==> src/rtl/synaptic_input_accumulator.sv <==
// Spike-event accumulator: buffers presynaptic events, sums their FP32
// weights and publishes one input current per closed timestep.
module Addition_Subtraction (
    input  logic [31:0] a_operand,
    input  logic [31:0] b_operand,
    input  logic        AddBar_Sub,
    output logic        Exception,
    output logic [31:0] result
);
    logic [31:0] bx, x, y;
    logic [7:0]  ex, ey, sh;
    logic [26:0] mx, my, myl, n;
    logic [27:0] s;
    logic [9:0]  e;
    logic [4:0]  lz;
    logic [24:0] r;
    logic [22:0] mant;
    logic        up;

    always_comb begin
        bx = {b_operand[31] ^ AddBar_Sub, b_operand[30:0]};
        if (bx[30:0] > a_operand[30:0]) begin
            x = bx;
            y = a_operand;
        end else begin
            x = a_operand;
            y = bx;
        end
        ex = x[30:23];
        ey = y[30:23];
        sh = ex - ey;
        // subnormals are flushed to zero
        mx = (ex == 8'd0) ? 27'd0 : {1'b1, x[22:0], 3'b000};
        my = (ey == 8'd0) ? 27'd0 : {1'b1, y[22:0], 3'b000};
        if (sh > 8'd26)
            myl = {26'd0, |my};
        else
            myl = (my >> sh) | {26'd0, |(my & ~(27'h7FFFFFF << sh))};
        lz = 5'd0;
        if (x[31] == y[31])
            s = {1'b0, mx} + {1'b0, myl};
        else
            s = {1'b0, mx} - {1'b0, myl};
        if (s[27]) begin
            n = s[27:1] | {26'd0, s[0]};
            e = {2'd0, ex} + 10'd1;
        end else begin
            for (int i = 0; i < 27; i++)
                if (s[i]) lz = 5'(26 - i);
            n = s[26:0] << lz;
            e = {2'd0, ex} - {5'd0, lz};
        end
        up = n[2] & (n[3] | n[1] | n[0]);
        r = {1'b0, n[26:3]} + {24'd0, up};
        mant = r[24] ? r[23:1] : r[22:0];
        if (r[24]) e = e + 10'd1;
        Exception = 1'b0;
        result = {x[31], e[7:0], mant};
        if (ex == 8'hFF) begin
            result = x;
            Exception = 1'b1;
        end else if (s == 28'd0) begin
            result = 32'd0;
        end else if (!e[9] && e >= 10'd255) begin
            result = {x[31], 8'hFF, 23'd0};
            Exception = 1'b1;
        end else if (e[9] || e == 10'd0) begin
            result = {x[31], 31'd0};
        end
    end
endmodule

module synaptic_input_accumulator #(
    parameter int NUM_SYN    = 16,
    parameter int IDX_W      = 4,
    parameter int FIFO_DEPTH = 8
) (
    input  logic             clk,
    input  logic             rst,
    input  logic             w_we,
    input  logic [IDX_W-1:0] w_addr,
    input  logic [31:0]      w_data,
    input  logic             spike_valid,
    input  logic [IDX_W-1:0] spike_idx,
    output logic             spike_ready,
    input  logic             close_step,
    output logic [31:0]      current_out,
    output logic             current_valid,
    output logic             busy,
    output logic [15:0]      event_count,
    output logic             acc_exc
);
    localparam int PW = $clog2(FIFO_DEPTH);

    typedef enum logic [2:0] {IDLE, POP, ACC, DRAIN, PUBLISH} state_t;

    state_t           state_q;
    logic [31:0]      w_q    [NUM_SYN];
    logic [IDX_W-1:0] fifo_q [FIFO_DEPTH];
    logic [PW:0]      wr_q, rd_q;
    logic [31:0]      acc_q, op_q, cur_q;
    logic [15:0]      cnt_q, cnt_d, evc_q;
    logic             exc_q, aexc_q, val_q, pend_q;
    logic             empty, full, push;
    logic [IDX_W-1:0] head;
    logic [31:0]      fadd_res;
    logic             fadd_exc;

    assign empty = wr_q == rd_q;
    assign full  = (wr_q[PW] != rd_q[PW]) && (wr_q[PW-1:0] == rd_q[PW-1:0]);
    // once a close is seen, new events wait for the next step
    assign spike_ready = !full && !pend_q
                         && state_q != DRAIN && state_q != PUBLISH;
    assign push  = spike_valid && spike_ready;
    assign head  = fifo_q[rd_q[PW-1:0]];
    assign cnt_d = (cnt_q == 16'hFFFF) ? cnt_q : cnt_q + 16'd1;

    assign current_out   = cur_q;
    assign current_valid = val_q;
    assign event_count   = evc_q;
    assign acc_exc       = aexc_q;
    assign busy          = state_q != IDLE;

    Addition_Subtraction u_fadd (
        .a_operand  (acc_q),
        .b_operand  (op_q),
        .AddBar_Sub (1'b0),
        .Exception  (fadd_exc),
        .result     (fadd_res)
    );

    always_ff @(posedge clk) begin
        if (push) fifo_q[wr_q[PW-1:0]] <= spike_idx;
    end

    always_ff @(posedge clk or posedge rst) begin
        if (rst) begin
            state_q <= IDLE;
            for (int i = 0; i < NUM_SYN; i++) w_q[i] <= 32'd0;
            wr_q    <= '0;
            rd_q    <= '0;
            acc_q   <= 32'd0;
            op_q    <= 32'd0;
            cur_q   <= 32'd0;
            cnt_q   <= 16'd0;
            evc_q   <= 16'd0;
            exc_q   <= 1'b0;
            aexc_q  <= 1'b0;
            val_q   <= 1'b0;
            pend_q  <= 1'b0;
        end else begin
            val_q <= 1'b0;
            if (w_we) w_q[w_addr] <= w_data;
            if (push) wr_q <= wr_q + 1'b1;
            unique case (state_q)
                IDLE: begin
                    if (close_step) begin
                        pend_q  <= 1'b1;
                        state_q <= DRAIN;
                    end else if (!empty) begin
                        state_q <= POP;
                    end
                end
                POP: begin
                    op_q    <= w_q[head];
                    rd_q    <= rd_q + 1'b1;
                    if (close_step) pend_q <= 1'b1;
                    state_q <= ACC;
                end
                ACC: begin
                    acc_q <= fadd_res;
                    cnt_q <= cnt_d;
                    exc_q <= exc_q | fadd_exc;
                    if (pend_q || close_step) begin
                        pend_q  <= 1'b1;
                        state_q <= DRAIN;
                    end else if (!empty) begin
                        state_q <= POP;
                    end else begin
                        state_q <= IDLE;
                    end
                end
                DRAIN: begin
                    if (!empty) begin
                        state_q <= POP;
                    end else begin
                        pend_q  <= 1'b0;
                        state_q <= PUBLISH;
                    end
                end
                PUBLISH: begin
                    cur_q   <= acc_q;
                    evc_q   <= cnt_q;
                    aexc_q  <= exc_q;
                    val_q   <= 1'b1;
                    acc_q   <= 32'd0;
                    cnt_q   <= 16'd0;
                    exc_q   <= 1'b0;
                    state_q <= IDLE;
                end
                default: state_q <= IDLE;
            endcase
        end
    end
endmodule
==> config.mk <==
export PLATFORM = sky130hd
export DESIGN_NAME = synaptic_input_accumulator
export DESIGN_NICKNAME = d
export VERILOG_FILES = /design/src/rtl/synaptic_input_accumulator.sv
export SDC_FILE = /design/constraint.sdc
export NUM_CORES = 2
export LEC_CHECK = 0
export CAP_MARGIN = 25
export CORE_MARGIN = 5
export CORE_UTILIZATION = 50
export DETAILED_ROUTE_END_ITERATION = 6
export PLACE_DENSITY = 0.63
export SYNTH_ARGS = -nofsm -noshare
export SYNTH_HDL_FRONTEND = slang
export SYNTH_SLANG_ARGS = --single-unit
==> constraint.sdc <==
create_clock -name clk -period 24.2 [get_ports clk]
set_input_delay 3.63 -clock clk [delete_from_list [all_inputs] [get_ports clk]]
set_output_delay 3.63 -clock clk [all_outputs]
set_load 0.01 [all_outputs]
==> out/metrics.yaml <==
outcome:
  violations: "DRC"
  outcome: "complete, but fails checks"
placement:
  dp_hpwl_um: 91980
  gp_congestion: 1.020
  io_buffer_count: 96
global_route:
  first_global_vias: 33668
  grt_overflow: 0
  grt_pass1_wl_um: 211000
  met2_usage: 0.4762
  use_met3: 0.05345
  antenna_found_initial: 6
  top_usage_layer: "met2"
  grtUsageTotal: 0.3018
  groute.layer.met1.usage: 0.4031
  grt_max_degree: 178
floorplan:
  rows: 106
  io_pins: 97
  start_util: 0.5023
  die_x_um: 299.5
  fp.dieH_um: 299.5
  fp.dieArea_um2: 89700
  core-area_um2: 83420
timing:
  fmax_mhz: 60.08
  skew_ns: 0.03849
  relSlewSlack: 0.2266
  worst_pin_slew_ns: 1.156
  finalMaxSlewViolations: 0
  rsz0062_at_grt: "no"
  hold_violations: 0
  setup_violations: 0
  setup-tns-final_ns: 0
  finalCritPeriodShare: 0.6877
  post-route-min-period_ns: 16.64
clocking:
  cts_resized: 0
  post-cts-setup-buffers: 0
  cts_tree: "yes"
  cts_num_sinks: 687
  numCtsBuffers: 77
  insertion_delay_ns: 0.64
  clk_pin_slew_ns: 0.06
  cts_root_buffer: "clkbuf_16"
  max-clock-path-buffers: 3
  htreeDepth: 3
  ctsHoldBuffers: 0
run:
  maxCapViolCount: 0
route:
  avgViaCountPerCell: 6.498
  drtPass1Iterations: 7
  routedWlPerCell_um: 26.00
  first_iter_violations: 3195
  vias: 34591
  routed_wl_um: 138400
  drtAntennaViolNets: 0
  drc_errors: 1
critical_path:
  crit_path_max_fanout: 52
  cp-end-kind: "register"
  required_ns: 24.68
  arrival_ns: 17.13
  start_kind: "register"
  slowest_stage: "o41ai_2"
  slowest_delay_ns: 0.87
  crit_type: "reg2reg"
  r2r_cells: 51
logic_synthesis:
  synth-main-ff-cell: "dfrtp_1"
  syn_nets: 4346
  syn_inst: 4230
  seq_area_frac_synth: 0.4141
  synth_area_per_cell_um2: 9.907
  synth_seq_cells: 687
  async_reset_ff_frac: 0.9534
  synth_cell_types: 113
  syn-cell-area_um2: 41910
  synth_edf_count: 32
  yosysWarnings: 0
hold_path:
  hp-class: "reg2reg"
  hold_path_depth: 1
layout:
  nets: 4294
  drive_gt1_frac: 0.2151
  syn_to_final_growth_pct: 11.34
  fillCellCount: 7353
routing by layer:
layer  share of wire  wire length [um]  vias to the layer above
met4           0.059              8212                        4
li1                -                 -                    15571
met3           0.069              9615                      424
met5         0.00014                20                        -
met1            0.42             57950                    17250
met2            0.45             62580                     1342
synthesized netlist by cell type, drive strengths merged, types with 29 or more instances:
cell type	instances	area share
a211oi	215	0.039
a21o	51	0.0091
a21oi	187	0.023
a22oi	37	0.0066
a311oi	70	0.015
a31oi	94	0.014
and2	157	0.023
and3	29	0.0043
buf	66	0.0078
clkbuf	255	0.023
dfrtp	655	0.39
edfxtp	32	0.023
ha	69	0.021
inv	73	0.0065
mux2	573	0.15
mux2i	68	0.017
nand2	520	0.047
nand3	66	0.0080
nand4	29	0.0043
nor2	190	0.017
nor3	76	0.0091
nor4	29	0.0045
o211ai	33	0.0062
o21ai	155	0.020
xnor2	59	0.013
xor2	48	0.010
cell usage in the layout (no fill, tap or decap), drive strengths merged, types with 96 or more instances in the layout:
cell type,Yosys,final
dfrtp,655,655
mux2,573,573
nand2,520,520
a211oi,215,215
nor2,190,190
a21oi,187,187
and2,157,157
o21ai,155,155
clkbuf,255,111
clkdlybuf4s50,0,96
final timing paths:
kind	start	end	slack, ns
min in group asynchronous	rst	w_q[508]$_DFFE_PP0P_	3.53
max in group asynchronous	rst	w_q[301]$_DFFE_PP0P_	18.36
worst max register to register	acc_q[23]$_DFFE_PP0P_	acc_q[15]$_DFFE_PP0P_	7.56
worst min register to register	w_q[391]$_DFFE_PP0P_	w_q[391]$_DFFE_PP0P_	0.49
worst max-delay path	acc_q[23]$_DFFE_PP0P_	acc_q[15]$_DFFE_PP0P_	7.56
worst min-delay path	w_q[391]$_DFFE_PP0P_	w_q[391]$_DFFE_PP0P_	0.49
metrics by stage:
| step | area, um2 | instances | setup slack, ns | hold WS, ns | utilization |
|---|---|---|---|---|---|
| after floorplan | 41910 | 4230 | 2.216 | 0.4617 | - |
| after global placement | 43840 | 5171 | 7.879 | 0.4690 | 0.5255 |
| after detailed placement | 43860 | 5175 | 7.935 | 0.4844 | 0.5258 |
| after CTS | 46570 | 5316 | 7.858 | 0.4974 | 0.5582 |
| after global routing | 46650 | 5322 | 6.231 | 0.5030 | 0.5592 |
| final | 46660 | 5323 | 7.556 | 0.4935 | 0.5593 |
cell families (layout without fill, tap and decap cells):
logic type | count (synthesis) | in the layout | synth area share
flops | 687 | 687 | 0.4141
mux | 662 | 662 | 0.1818
xor+xnor | 107 | 107 | 0.02254
other cells | 0 | 3 | 0
buf+inv | 395 | 405 | 0.03738
fa+ha+maj | 71 | 71 | 0.02156
simple gates | 1236 | 1236 | 0.1415
compound gates | 1072 | 1072 | 0.1812
flip-flops by register name, indices dropped and copies added, names as in the netlist:
signal         cells
w_q              512
acc_q             32
current_out       32
fifo_q            32
op_q              32
cnt_q             16
event_count       16
rd_q               4
wr_q               4
state_q            3
acc_exc            1
current_valid      1
exc_q              1
pend_q             1
worst max-delay path: cells and delay by family, from the launching register on:
| family | cells | cell delay, ns |
|---|---|---|
| xor gates and xnor gates | 4 | 1.09 |
| adders and majority gates | 4 | 1.26 |
| buffers and inverters | 7 | 1.40 |
| and+or+nand+nor | 16 | 4.91 |
| DFF | 1 | 0.44 |
| AOI/OAI and AO/OA | 20 | 7.35 |
final cells by class:
class                   instances  area, um2  area share
inverters                      74      290.3    0.006222
diodes                          3      7.507   0.0001609
well taps                    1080       1351     0.02896
clock inverters                30      417.9    0.008957
flip-flops and latches        687      17350      0.3719
repair buffers                190       1762     0.03776
clock buffers                 111       2285     0.04897
multi-input cells            3148      23190      0.4971
Power is not shown: default switching activity piles up to over one toggle a cycle in this logic, so the estimate is an artifact.
